### src/rtl/hs_ifr_evt_sched_if.sv
// Grant port between the event scheduler and its single consumer.
// The scheduler offers one channel id at a time; the consumer accepts with ready.
interface hs_ifr_evt_sched_if #(
    parameter int N_CH = 4
);
    localparam int ID_W = $clog2(N_CH);

    logic            gnt_valid_o;
    logic [ID_W-1:0] gnt_id_o;
    logic            gnt_ready_i;

    modport master (
        output gnt_valid_o,
        output gnt_id_o,
        input  gnt_ready_i
    );

    modport slave (
        input  gnt_valid_o,
        input  gnt_id_o,
        output gnt_ready_i
    );
endinterface

### src/rtl/hs_ifr_evt_sched.sv
// Per-channel event trigger detection with a round-robin grant scheduler.
// Edge-mode channels latch a sticky pending bit; level-mode channels track
// their condition every cycle. Pending channels are offered one at a time.
//
// state    | meaning
// ---------+----------------------------------------------------------
// ST_IDLE  | no grant offered; pick next pending channel after last_id
// ST_OFFER | gnt_valid_o held with a stable id until the consumer accepts
module hs_ifr_evt_sched #(
    parameter int N_CH = 4,
    localparam int ID_W = $clog2(N_CH)
) (
    input  logic                 clk,
    input  logic                 rst_n,
    input  logic [N_CH-1:0]      evt_i,
    input  logic [N_CH-1:0]      cfg_en_i,
    input  logic [N_CH-1:0]      cfg_lvl_i,
    input  logic [2*N_CH-1:0]    cfg_sel_i,
    input  logic [N_CH-1:0]      ovf_clr_i,
    hs_ifr_evt_sched_if.master   gnt,
    output logic [N_CH-1:0]      pend_o,
    output logic [N_CH-1:0]      ovf_o
);

    typedef enum logic [1:0] {
        EDGE_RISE = 2'd0,
        EDGE_FALL = 2'd1,
        EDGE_ANY  = 2'd2,
        EDGE_NONE = 2'd3
    } edge_e;

    typedef enum logic [1:0] {
        LVL_LOW    = 2'd0,
        LVL_HIGH   = 2'd1,
        LVL_ALWAYS = 2'd2,
        LVL_NONE   = 2'd3
    } level_e;

    typedef enum logic {
        ST_IDLE  = 1'b0,
        ST_OFFER = 1'b1
    } state_t;

    state_t          state_q, state_d;
    logic [N_CH-1:0] evt_q;
    logic [N_CH-1:0] rise, fall, hit;
    logic [N_CH-1:0] pend_q, pend_d;
    logic [N_CH-1:0] ovf_q, ovf_d;
    logic [N_CH-1:0] hs_sel, offer_sel;
    logic            gnt_valid_q, gnt_valid_d;
    logic [ID_W-1:0] gnt_id_q, gnt_id_d;
    logic [ID_W-1:0] last_id_q, last_id_d;
    logic            handshake;
    logic            pick_found;
    logic [ID_W-1:0] pick_id;
    logic [ID_W-1:0] scan_id;

    assign rise      = evt_i & ~evt_q;
    assign fall      = ~evt_i & evt_q;
    assign handshake = gnt_valid_q & gnt.gnt_ready_i;

    assign gnt.gnt_valid_o = gnt_valid_q;
    assign gnt.gnt_id_o    = gnt_id_q;
    assign pend_o          = pend_q;
    assign ovf_o           = ovf_q;

    // Decode the per-channel trigger condition for the selected mode, gated by enable.
    always_comb begin
        hit = '0;
        for (int i = 0; i < N_CH; i++) begin
            if (cfg_lvl_i[i]) begin
                case (level_e'(cfg_sel_i[2*i +: 2]))
                    LVL_LOW:    hit[i] = ~evt_i[i];
                    LVL_HIGH:   hit[i] = evt_i[i];
                    LVL_ALWAYS: hit[i] = 1'b1;
                    default:    hit[i] = 1'b0;
                endcase
            end else begin
                case (edge_e'(cfg_sel_i[2*i +: 2]))
                    EDGE_RISE: hit[i] = rise[i];
                    EDGE_FALL: hit[i] = fall[i];
                    EDGE_ANY:  hit[i] = rise[i] | fall[i];
                    default:   hit[i] = 1'b0;
                endcase
            end
            hit[i] = hit[i] & cfg_en_i[i];
        end
    end

    // One-hot views of which channel is currently offered and which is being accepted.
    always_comb begin
        hs_sel    = '0;
        offer_sel = '0;
        for (int i = 0; i < N_CH; i++) begin
            offer_sel[i] = gnt_valid_q && (gnt_id_q == ID_W'(i));
            hs_sel[i]    = handshake && (gnt_id_q == ID_W'(i));
        end
    end

    // Pending and overflow update. A new hit coinciding with acceptance keeps
    // the channel pending without counting as a lost event.
    always_comb begin
        pend_d = pend_q;
        ovf_d  = ovf_q & ~ovf_clr_i;
        for (int i = 0; i < N_CH; i++) begin
            if (cfg_lvl_i[i]) begin
                pend_d[i] = hit[i];
            end else if (!cfg_en_i[i] && !offer_sel[i]) begin
                pend_d[i] = 1'b0;
            end else if (hit[i]) begin
                pend_d[i] = 1'b1;
            end else if (hs_sel[i]) begin
                pend_d[i] = 1'b0;
            end
            if (!cfg_lvl_i[i] && hit[i] && pend_q[i] && !hs_sel[i]) begin
                ovf_d[i] = 1'b1;
            end
        end
    end

    // Round-robin search: first pending channel strictly after last_id, wrapping.
    always_comb begin
        pick_found = 1'b0;
        pick_id    = '0;
        scan_id    = '0;
        for (int k = 1; k <= N_CH; k++) begin
            scan_id = ID_W'((int'(last_id_q) + k) % N_CH);
            if (!pick_found && pend_q[scan_id]) begin
                pick_found = 1'b1;
                pick_id    = scan_id;
            end
        end
    end

    // Grant FSM next-state and registered grant outputs.
    always_comb begin
        state_d     = state_q;
        gnt_valid_d = gnt_valid_q;
        gnt_id_d    = gnt_id_q;
        last_id_d   = last_id_q;
        case (state_q)
            ST_IDLE: begin
                if (pick_found) begin
                    gnt_id_d    = pick_id;
                    gnt_valid_d = 1'b1;
                    state_d     = ST_OFFER;
                end
            end
            ST_OFFER: begin
                if (handshake) begin
                    last_id_d   = gnt_id_q;
                    gnt_valid_d = 1'b0;
                    state_d     = ST_IDLE;
                end
            end
            default: begin
                gnt_valid_d = 1'b0;
                state_d     = ST_IDLE;
            end
        endcase
    end

    // State and datapath registers.
    always_ff @(posedge clk or negedge rst_n) begin
        if (!rst_n) begin
            state_q     <= ST_IDLE;
            evt_q       <= '0;
            pend_q      <= '0;
            ovf_q       <= '0;
            gnt_valid_q <= 1'b0;
            gnt_id_q    <= '0;
            last_id_q   <= ID_W'(N_CH - 1);
        end else begin
            state_q     <= state_d;
            evt_q       <= evt_i;
            pend_q      <= pend_d;
            ovf_q       <= ovf_d;
            gnt_valid_q <= gnt_valid_d;
            gnt_id_q    <= gnt_id_d;
            last_id_q   <= last_id_d;
        end
    end

endmodule

### src/flat_wrapper.sv
// flat-port wrapper written by rule: the top's interface ports become plain ports
module hs_ifr_evt_sched_flat 
#(
    parameter int N_CH = 4,
    localparam int ID_W = $clog2(N_CH)
)
  (clk, rst_n, evt_i, cfg_en_i, cfg_lvl_i, cfg_sel_i, ovf_clr_i, pend_o, ovf_o, gnt_gnt_valid_o, gnt_gnt_id_o, gnt_gnt_ready_i);
  hs_ifr_evt_sched_if #(.N_CH(N_CH)) gnt_i ();
  input  logic clk;
  input  logic rst_n;
  input  logic [N_CH-1:0] evt_i;
  input  logic [N_CH-1:0] cfg_en_i;
  input  logic [N_CH-1:0] cfg_lvl_i;
  input  logic [2*N_CH-1:0] cfg_sel_i;
  input  logic [N_CH-1:0] ovf_clr_i;
  output logic [N_CH-1:0] pend_o;
  output logic [N_CH-1:0] ovf_o;
  output wire logic [$bits(gnt_i.gnt_valid_o)-1:0] gnt_gnt_valid_o;
  output wire logic [$bits(gnt_i.gnt_id_o)-1:0] gnt_gnt_id_o;
  input wire logic [$bits(gnt_i.gnt_ready_i)-1:0] gnt_gnt_ready_i;
  assign gnt_gnt_valid_o = gnt_i.gnt_valid_o;
  assign gnt_gnt_id_o = gnt_i.gnt_id_o;
  assign gnt_i.gnt_ready_i = gnt_gnt_ready_i;
  hs_ifr_evt_sched #(.N_CH(N_CH)) u_core (.clk(clk), .rst_n(rst_n), .evt_i(evt_i), .cfg_en_i(cfg_en_i), .cfg_lvl_i(cfg_lvl_i), .cfg_sel_i(cfg_sel_i), .ovf_clr_i(ovf_clr_i), .gnt(gnt_i), .pend_o(pend_o), .ovf_o(ovf_o));
endmodule
### config.mk
export PLATFORM = sky130hd
export DESIGN_NAME = hs_ifr_evt_sched_flat
export DESIGN_NICKNAME = d
export VERILOG_FILES = /design/src/rtl/hs_ifr_evt_sched_if.sv /design/src/rtl/hs_ifr_evt_sched.sv /design/src/flat_wrapper.sv
export SDC_FILE = /design/constraint.sdc
export NUM_CORES = 1
export LEC_CHECK = 0
export CAP_MARGIN = 20
export CORE_UTILIZATION = 40
export DETAILED_ROUTE_END_ITERATION = 10
export PLACE_DENSITY_LB_ADDON = 0.3
export SLEW_MARGIN = 20
export SYNTH_ARGS = -nofsm -noshare
export SYNTH_HDL_FRONTEND = slang
export SYNTH_SLANG_ARGS = --single-unit
### constraint.sdc
create_clock -name clk -period 1.3 [get_ports clk]
set_clock_uncertainty 0.05 [all_clocks]
set_input_delay 0.26 -clock clk [delete_from_list [all_inputs] [get_ports clk]]
set_output_delay 0.26 -clock clk [all_outputs]
set_load 0.005 [all_outputs]
Word-level counts from Yosys, hierarchy flattened:

Cells that the tools add are included.

* flip-flop bits (word level): 18
* input bits: 27

* add/subtract/negate cells: 4
* magnitude comparators: 4
* equality and inequality tests: 13
* multiplexer cells: 54
* bitwise operators: 20
* reduce and logical (&&, ||, !) cells: 58

Operators by type and width (number)
* 1-bit 2-to-1 mux: 36
* 1-bit logical AND: 27
* 1-bit case mux with 3 select lines: 8
* 1-bit logical NOT: 19
* 4-bit nonzero test: 4
* 4-bit AND: 3
* 2-bit equality test, second input constant: 6
* 2-bit by 3-bit less-than comparator with 1-bit output, second input constant: 4
* 4-bit NOT: 3
* 2-bit by 1-bit equality test with 1-bit output, second input constant: 5
* 2-bit logical NOT: 5
* 1-bit binary-select mux with 2-bit select: 4
* 2-bit 2-to-1 mux: 4
* 2-bit AND reduction: 3
* 1-bit AND: 5
* 1-bit NOT: 5
* 2-bit by 1-bit adder with 2-bit output, second input constant: 2
* 2-bit adder, second input constant: 2
* 1-bit OR: 4
* 1-bit case mux with 2 select lines: 2
* 2-bit by 1-bit != test with 1-bit output, second input constant: 1
* 2-bit != test, second input constant: 1

Depth between registers and ports, before layout:

Gate-level depths: netlist of run 1.

* depth after elaboration: 15
* gate-level depth with buffers: 6
* mapped depth without buffers: 6

Worst setup path before layout of run 1:

No wires, ideal clock.

* path kind: reg2reg
* start: reg u_core.gnt_id_q[0] (netlist: u_core.gnt.gnt_id_o[0])
* end: reg u_core.pend_q[3] (netlist: u_core.pend_o[3])
* arrival time: 1.111 ns
* setup slack: 0.013 ns
* stages on the path, launching flop included: 5
* buffers on the path: 0
* period minus slack after synthesis: 1.287 ns
* path through: dfrtp_1 inv_2 o311a_1 a41oi_1 a21oi_1

* cells in the longest elaborated chain, start to end: 6
* elaborated cells on any way between the ends: 8
* those cells by class: eq/ne: 1; mux: 2; reduce/logical: 5

RTL lines
* from (decl): line hs_ifr_evt_sched.sv:51 `logic [ID_W-1:0] gnt_id_q, gnt_id_d;`
* from (signal assigned): line hs_ifr_evt_sched.sv:179 `gnt_id_q <= gnt_id_d;`
* 2-bit equality test (*): line hs_ifr_evt_sched.sv:95, hs_ifr_evt_sched.sv:96
* 1-bit logical AND: line hs_ifr_evt_sched.sv:95 `offer_sel[i] = gnt_valid_q && (gnt_id_q == ID_W'(i));`
* 1-bit logical NOT: line hs_ifr_evt_sched.sv:108 `end else if (!cfg_en_i[i] && !offer_sel[i]) begin`
* 1-bit logical AND: line hs_ifr_evt_sched.sv:108
* 1-bit 2-to-1 mux: line hs_ifr_evt_sched.sv:108
* 1-bit 2-to-1 mux: line hs_ifr_evt_sched.sv:106 `if (cfg_lvl_i[i]) begin`
* to (signal assigned): line hs_ifr_evt_sched.sv:176 `pend_q <= pend_d;`
* to (decl): line hs_ifr_evt_sched.sv:47 `logic [N_CH-1:0] pend_q, pend_d;`

Every way passes the cells marked *; elsewhere a longest branch is shown, timed or not.
A chain may end at the register's enable or synchronous reset.

Worst setup path after layout of run 1:

* start: reg u_core.gnt_id_q[1] (netlist: u_core.gnt.gnt_id_o[1])
* end: reg u_core.pend_q[1] (netlist: u_core.pend_o[1])

* cells in the longest elaborated chain, start to end: 6
* elaborated cells on any way between the ends: 8
* those cells by class: eq/ne: 1; mux: 2; reduce/logical: 5

RTL lines (line)
* 2-bit by 1-bit equality test with 1-bit output (*): hs_ifr_evt_sched.sv:95, hs_ifr_evt_sched.sv:96
* 1-bit logical AND: hs_ifr_evt_sched.sv:95
* 1-bit logical NOT: hs_ifr_evt_sched.sv:108
* 1-bit logical AND: hs_ifr_evt_sched.sv:108
* 1-bit 2-to-1 mux: hs_ifr_evt_sched.sv:108
* 1-bit 2-to-1 mux: hs_ifr_evt_sched.sv:106

Marked as above.

==> run_results.csv, run 1 <==
group,metric,value,unit
layout,layout-drive-gt1-share,0.344,
synth,synth_seq_cells,18,
synth,yosysWarnings,0,
layout,final_cell_mix,"buf_4 (24), clkdlybuf4s50_1 (22), inv_1 (20)",
die,row_count,18,
route,route.vias.total,1218,
layout,fin_area,1900,um^2
route,post_drt_wl_per_cell,16.6,um
global_routing,grt.met2_usage,0.447,
pwr,power.leakage,0.000866,uW
clock_network,clock-sinks,18,
route,wirelength,3.68,mm
critical_path,cp_slowest_cell,"dfrtp_2",
synth,synth_cell_type_count,31,
place,dp_cells,205,
layout,final_cell_count_no_fill,222,
timing,max-slew-margin-rel,0.797,
die,core_area,2540,um^2
timing,maxSlewViolCount,0,
layout,post-route-util,0.746,
timing,hold_viol_final,0,
global_routing,grt_max_degree,19,
place,dp_hpwl,2.25,mm
critical_path,cp.required,1.44,ns
global_routing,gr-usage-met1,0.276,
layout,final_common_cell,"buf_4",
run_status,violations,"setup timing",
critical_path,end_kind,"register",
timing,worst_slack,-0.0983,ns
route,drc_errors,0,
route,drt_iter0_markers,17,
clock_network,cts_root_buffer,"clkbuf_4",
clock_network,tritoncts,"built",
layout,fin_nets,228,
timing,finalCritPeriodShare,1.08,
synth,yosysSeqAreaShare,0.411,
critical_path,path_max_fanout,4,
die,dieArea,2970,um^2
critical_path,cp-start-kind,"register",
global_routing,grt_pass1_wl,5.09,mm
critical_path,slowest_delay,0.43,ns
place,numPortBuffers,37,
global_routing,busiest_layer,"met2",
global_routing,gr-usage-met3,0.0639,
global_routing,antenna_found_initial,0,
timing,rsz0062_at_grt,"yes",
route,firstDrtPassIters,4,
critical_path,crit_arrival,1.54,ns
critical_path,cp_cell_sequence,"buf_6 -> nor2b_4 -> a311oi_2 -> buf_4 -> a31oi_4 -> a21oi_2",
layout,syn2layout_area_growth,72.5,%
global_routing,track_usage,0.246,
place,gp_congestion,0.870,
die,start_util,0.433,
pwr,power_density,1080,nW/um^2
die,die_w,54.5,um
clock_network,cts-buffers-inserted,3,
clock_network,cts_buffer_depth,2,
die,num_io_pins,38,
route,via_per_inst,5.49,
place,pre_cts_slack,-0.449,ns
global_routing,overflow,0,
clock_network,clock_latency,0.30,ns
die,die_h,54.5,um
critical_path,worstSetupPathType,"register to register",
timing,setup_viol,8,
synth,syn-num-nets,157,
critical_path,path_buf_inv,2,
synth,syn_avg_cell_area,9.03,um^2
pwr,vdd_drop_max,969,uV
run_status,status,"finished with violations",
clock_network,htreeDepth,1,
clock_network,clkTransAtPathRegs,0.11,ns
timing,max_freq,0.715,GHz
timing,period_minus_slack,1.40,ns
layout,antenna_cells,0,
timing,fin_tns_setup,-0.347,ns
global_routing,grt_pass1_vias,1114,
synth,synthCells,122,
flow_run,cap_violations,0,
min_path,hp-class,"input pin to register",
place,post_dp_cell_area,1630,um^2
synth,synthesis.area,1100,um^2
timing,worst_pin_slew,0.296,ns
critical_path,crit_family,"flip-flops",
route,antenna_left,0,
## kinds of logic (layout without fill, tap and decap cells)
logic type      count (synthesis)  after routing  share of synthesized area
fa+ha+maj                       8              8                     0.0909
flops                          18             18                      0.411
buf+inv                        23             93                     0.0784
simple gates                   28             28                      0.131
compound gates                 40             40                      0.242
mux                             5              5                     0.0466
## cell usage after synthesis, drive strengths merged
master   count  share of area
o21ai        8          0.036
nand2b       4          0.023
mux2         1          0.010
a21oi       10          0.045
o21a         4          0.027
o32ai        1         0.0080
o22a         2          0.016
ha           8          0.091
inv         23          0.078
o22ai        3          0.017
a22oi        1         0.0068
nand3        3          0.014
nor2b        5          0.035
a21boi       1         0.0068
nor4         1         0.0057
nor2         8          0.027
o311ai       1         0.0080
or3          1         0.0057
nand2        6          0.020
a41oi        1         0.0080
a31oi        3          0.017
a311oi       2          0.022
o31ai        1         0.0068
dfrtp       16           0.36
dfstp        2          0.048
mux2i        4          0.036
a2bb2oi      1         0.0080
o311a        1         0.0091
## where the power goes
group          leakage (uW)  internal (uW)  switching (uW)  total [uW]
clock network     0.0000150            120             180         299
registers          0.000217            673            92.7         765
logic              0.000635            539             444         983
total              0.000866           1330             716        2050
## final cells by class
class | instances | area (um^2)
Tap cell | 30 | 37.5
Sequential cell | 18 | 458
Clock buffer | 4 | 26.3
Fill cell | 189 | 646
Inverter | 23 | 88.8
Multi-Input combinational cell | 81 | 688
Timing Repair Buffer | 66 | 601
## worst reg2reg max path: stages (launching register included)
cell and delay [ns]:
dfrtp_2 0.43, buf_6 0.14, nor2b_4 0.16, a311oi_2 0.11
buf_4 0.17, a31oi_4 0.19, a21oi_2 0.04
## path summary, 6_finish.rpt
check | to | slack (ns) | depth (start not counted) | startpoint
min in group asynchronous | u_core.evt_q[1] | 0.22 | 2 | rst_n
setup / recovery | u_core.pend_o[1] | -0.1 | 6 | u_core.gnt.gnt_id_o[1]
setup reg to reg | u_core.pend_o[1] | -0.1 | 6 | u_core.gnt.gnt_id_o[1]
hold / removal | u_core.evt_q[2] | 0.18 | 1 | evt_i[2]
hold reg to reg | u_core.last_id_q[0] | 0.49 | 2 | u_core.last_id_q[0]
max in group asynchronous | u_core.last_id_q[1] | 0.71 | 2 | rst_n
## state kept, by name, indices dropped and copies added (netlist names)
register and count:
u_core.state_q 1, u_core.pend_o 4, u_core.gnt.gnt_valid_o 1, u_core.evt_q 4, u_core.gnt.gnt_id_o 2, u_core.last_id_q 2
u_core.ovf_o 4
## routing by layer
layer | part of all wire | vias up
li1 | - | 574
met1 | 0.41 | 579
met2 | 0.51 | 52
met3 | 0.045 | 13
met4 | 0.040 | 0
met5 | 0 | -
## stage by stage
stage,hold slack [ns],power (uW)
global placement,0.441,1360
CTS,0.171,1860
global route,0.180,2150
floorplan,-0.0856,1000
detailed placement,0.448,1390
finish,0.179,2050
## timing repair
item                       CTS  global route
setup buffers               11             3
setup endpoints to repair   19            17
resized for setup           41            29
pin swaps                   16             7
hold buffers                 0             0
Note: power is estimated with default switching activity, not from simulation.
==> inputs of run 2 (changes only) <==
CORE_UTILIZATION = 48   (was 40)
clock period = 1.8 ns   (was 1.3 ns; I/O delays follow)
==> run 2 against run 1 <==
Effect of this change: the flow now finishes without violations; sequential power down 25%; sequential share of layout area up 4.7 points; register-to-register slack better by 0.49 ns; utilization increased by 2.1 points; via count shrank 15%; count of clock-buffer cells in the layout is the same; critical path depth down 5; non-clock buffer count decreased by 24; power fell by 42%; routed wire length fell by 29%; largest power group is now registers.
==> run_results.csv, run 2 (same netlist as run 1, synthesis figures left out) <==
group,metric,value,unit
clock_network,clock_latency,0.30,ns
global_routing,antenna_found_initial,0,
global_routing,grt_pass1_wl,4.33,mm
timing,setup_viol,0,
place,numPortBuffers,37,
place,dp_cells,191,
layout,layout-drive-gt1-share,0.107,
critical_path,crit_arrival,1.31,ns
route,drt_iter0_markers,18,
global_routing,grt_pass1_vias,1000,
layout,fin_area,1580,um^2
critical_path,slowest_delay,0.54,ns
route,firstDrtPassIters,4,
pwr,power.leakage,0.000687,uW
clock_network,cts_buffer_depth,2,
die,die_h,49.9,um
layout,final_common_cell,"clkdlybuf4s50_1",
timing,period_minus_slack,1.72,ns
clock_network,cts-buffers-inserted,3,
timing,maxSlewViolCount,0,
pwr,power_density,750,nW/um^2
flow_run,cap_violations,0,
critical_path,end_kind,"output port",
global_routing,track_usage,0.234,
place,dp_hpwl,2.10,mm
timing,rsz0062_at_grt,"no",
critical_path,cp_cell_sequence,"clkdlybuf4s50_1",
timing,hold_viol_final,0,
clock_network,htreeDepth,1,
layout,syn2layout_area_growth,43.8,%
route,wirelength,2.62,mm
critical_path,path_max_fanout,6,
timing,max-slew-margin-rel,0.739,
global_routing,grt_max_degree,12,
global_routing,overflow,0,
critical_path,cp.required,1.39,ns
timing,worst_pin_slew,0.385,ns
route,post_drt_wl_per_cell,13.4,um
layout,post-route-util,0.768,
layout,antenna_cells,0,
place,post_dp_cell_area,1540,um^2
critical_path,reg2regPathDepth,4,
route,route.vias.total,1041,
critical_path,path_buf_inv,1,
clock_network,clkTransAtPathRegs,0.10,ns
min_path,hp-class,"input pin to asynchronous set/reset pin",
die,die_w,49.9,um
critical_path,worstSetupPathType,"register to output port",
critical_path,cp_slowest_cell,"clkdlybuf4s50_1",
run_status,status,"finished clean",
clock_network,tritoncts,"built",
die,core_area,2060,um^2
layout,final_cell_mix,"clkdlybuf4s50_1 (37), inv_1 (22), dfrtp_1 (13)",
die,start_util,0.534,
route,drc_errors,0,
layout,nFillCells,143,
critical_path,crit_family,"buffers and inverters",
clock_network,clock-sinks,18,
place,gp_congestion,0.858,
timing,finalCritPeriodShare,0.958,
critical_path,cp-start-kind,"register",
layout,final_cell_count_no_fill,195,
clock_network,cts_root_buffer,"clkbuf_4",
die,row_count,16,
route,antenna_left,0,
critical_path,reg2reg_from,"u_core.gnt.gnt_valid_o",
die,dieArea,2490,um^2
pwr,vdd_drop_max,632,uV
route,via_per_inst,5.34,
timing,max_freq,0.580,GHz
die,num_io_pins,38,
layout,fin_nets,204,
critical_path,reg2reg_to,"u_core.pend_o[1]",
critical_path,reg2reg_slack,0.39,ns
-- run 2: cell types whose count changed in the layout (fill, tap and decap cells not counted), moves of 3 or more --
cell,change
buf_4,-19
clkdlybuf4s50_1,+15
clkdlybuf4s15_1,-8
o21ai_0,+7
buf_6,-6
dlygate4sd2_1,-6
o21ai_1,-4
nand2_1,+3
nor2_1,+3
nor2_2,-3
o21ai_2,-3
-- run 2: metrics by stage --
step                worst slack [ns]  setup TNS (ns)  total power [uW]  hold slack, ns
floorplan                      0.513               0               725          0.0144
global placement            -0.00710        -0.00710               916           0.444
detailed placement            -0.129          -0.468               932           0.455
CTS                           0.0135               0              1190           0.276
global route                  0.0168               0              1260           0.294
finish                        0.0758               0              1190           0.275
-- run 2: where the power goes --
group	total, uW	leakage, uW	switching [uW]	internal [uW]
clock	253	0.0000210	129	124
combinational	357	0.000448	149	208
sequential	577	0.000218	92.3	485
total	1190	0.000687	371	816
-- run 2: how the worst max path moves through the flow --
stage                            from               end  slack, ns  depth (start not counted)
2_1_floorplan  u_core.gnt.gnt_id_o[0]  u_core.pend_o[3]       0.51                          4
3_3_place_gp                 evt_i[0]  u_core.pend_o[0]     -0.007                          7
3_5_place_dp                 evt_i[0]  u_core.pend_o[0]      -0.13                          7
4_1_cts        u_core.gnt.gnt_id_o[0]   gnt_gnt_id_o[0]       0.01                          1
5_1_grt              u_core.pend_o[2]         pend_o[2]       0.02                          1
6_report             u_core.pend_o[0]         pend_o[0]       0.08                          1
-- run 2: layout make-up --
cell class,count,area (um^2),area share
sequential,18,457,0.289
multi-input combinational,81,562,0.355
timing repair buffer,42,408,0.258
clock buffer,4,36.3,0.0229
tap,27,33.8,0.0213
inverter,23,86.3,0.0545
-- run 2: metal layers --
| metal | track usage | vias to the layer above | routed length (um) | part of all wire |
|---|---|---|---|---|
| li1 | - | 516 | - | - |
| met1 | 0.283 | 487 | 1150 | 0.44 |
| met3 | 0.0494 | 7 | 108 | 0.041 |
| met5 | 0 | - | 0 | 0 |
| met2 | 0.405 | 31 | 1310 | 0.50 |
| met4 | 0.0810 | 0 | 47 | 0.018 |
-- run 2: repair_timing --
action,CTS,global route
buffers inserted,0,0
endpoints found under the setup margin,0,3
gates resized for setup,0,3
hold buffers,0,0
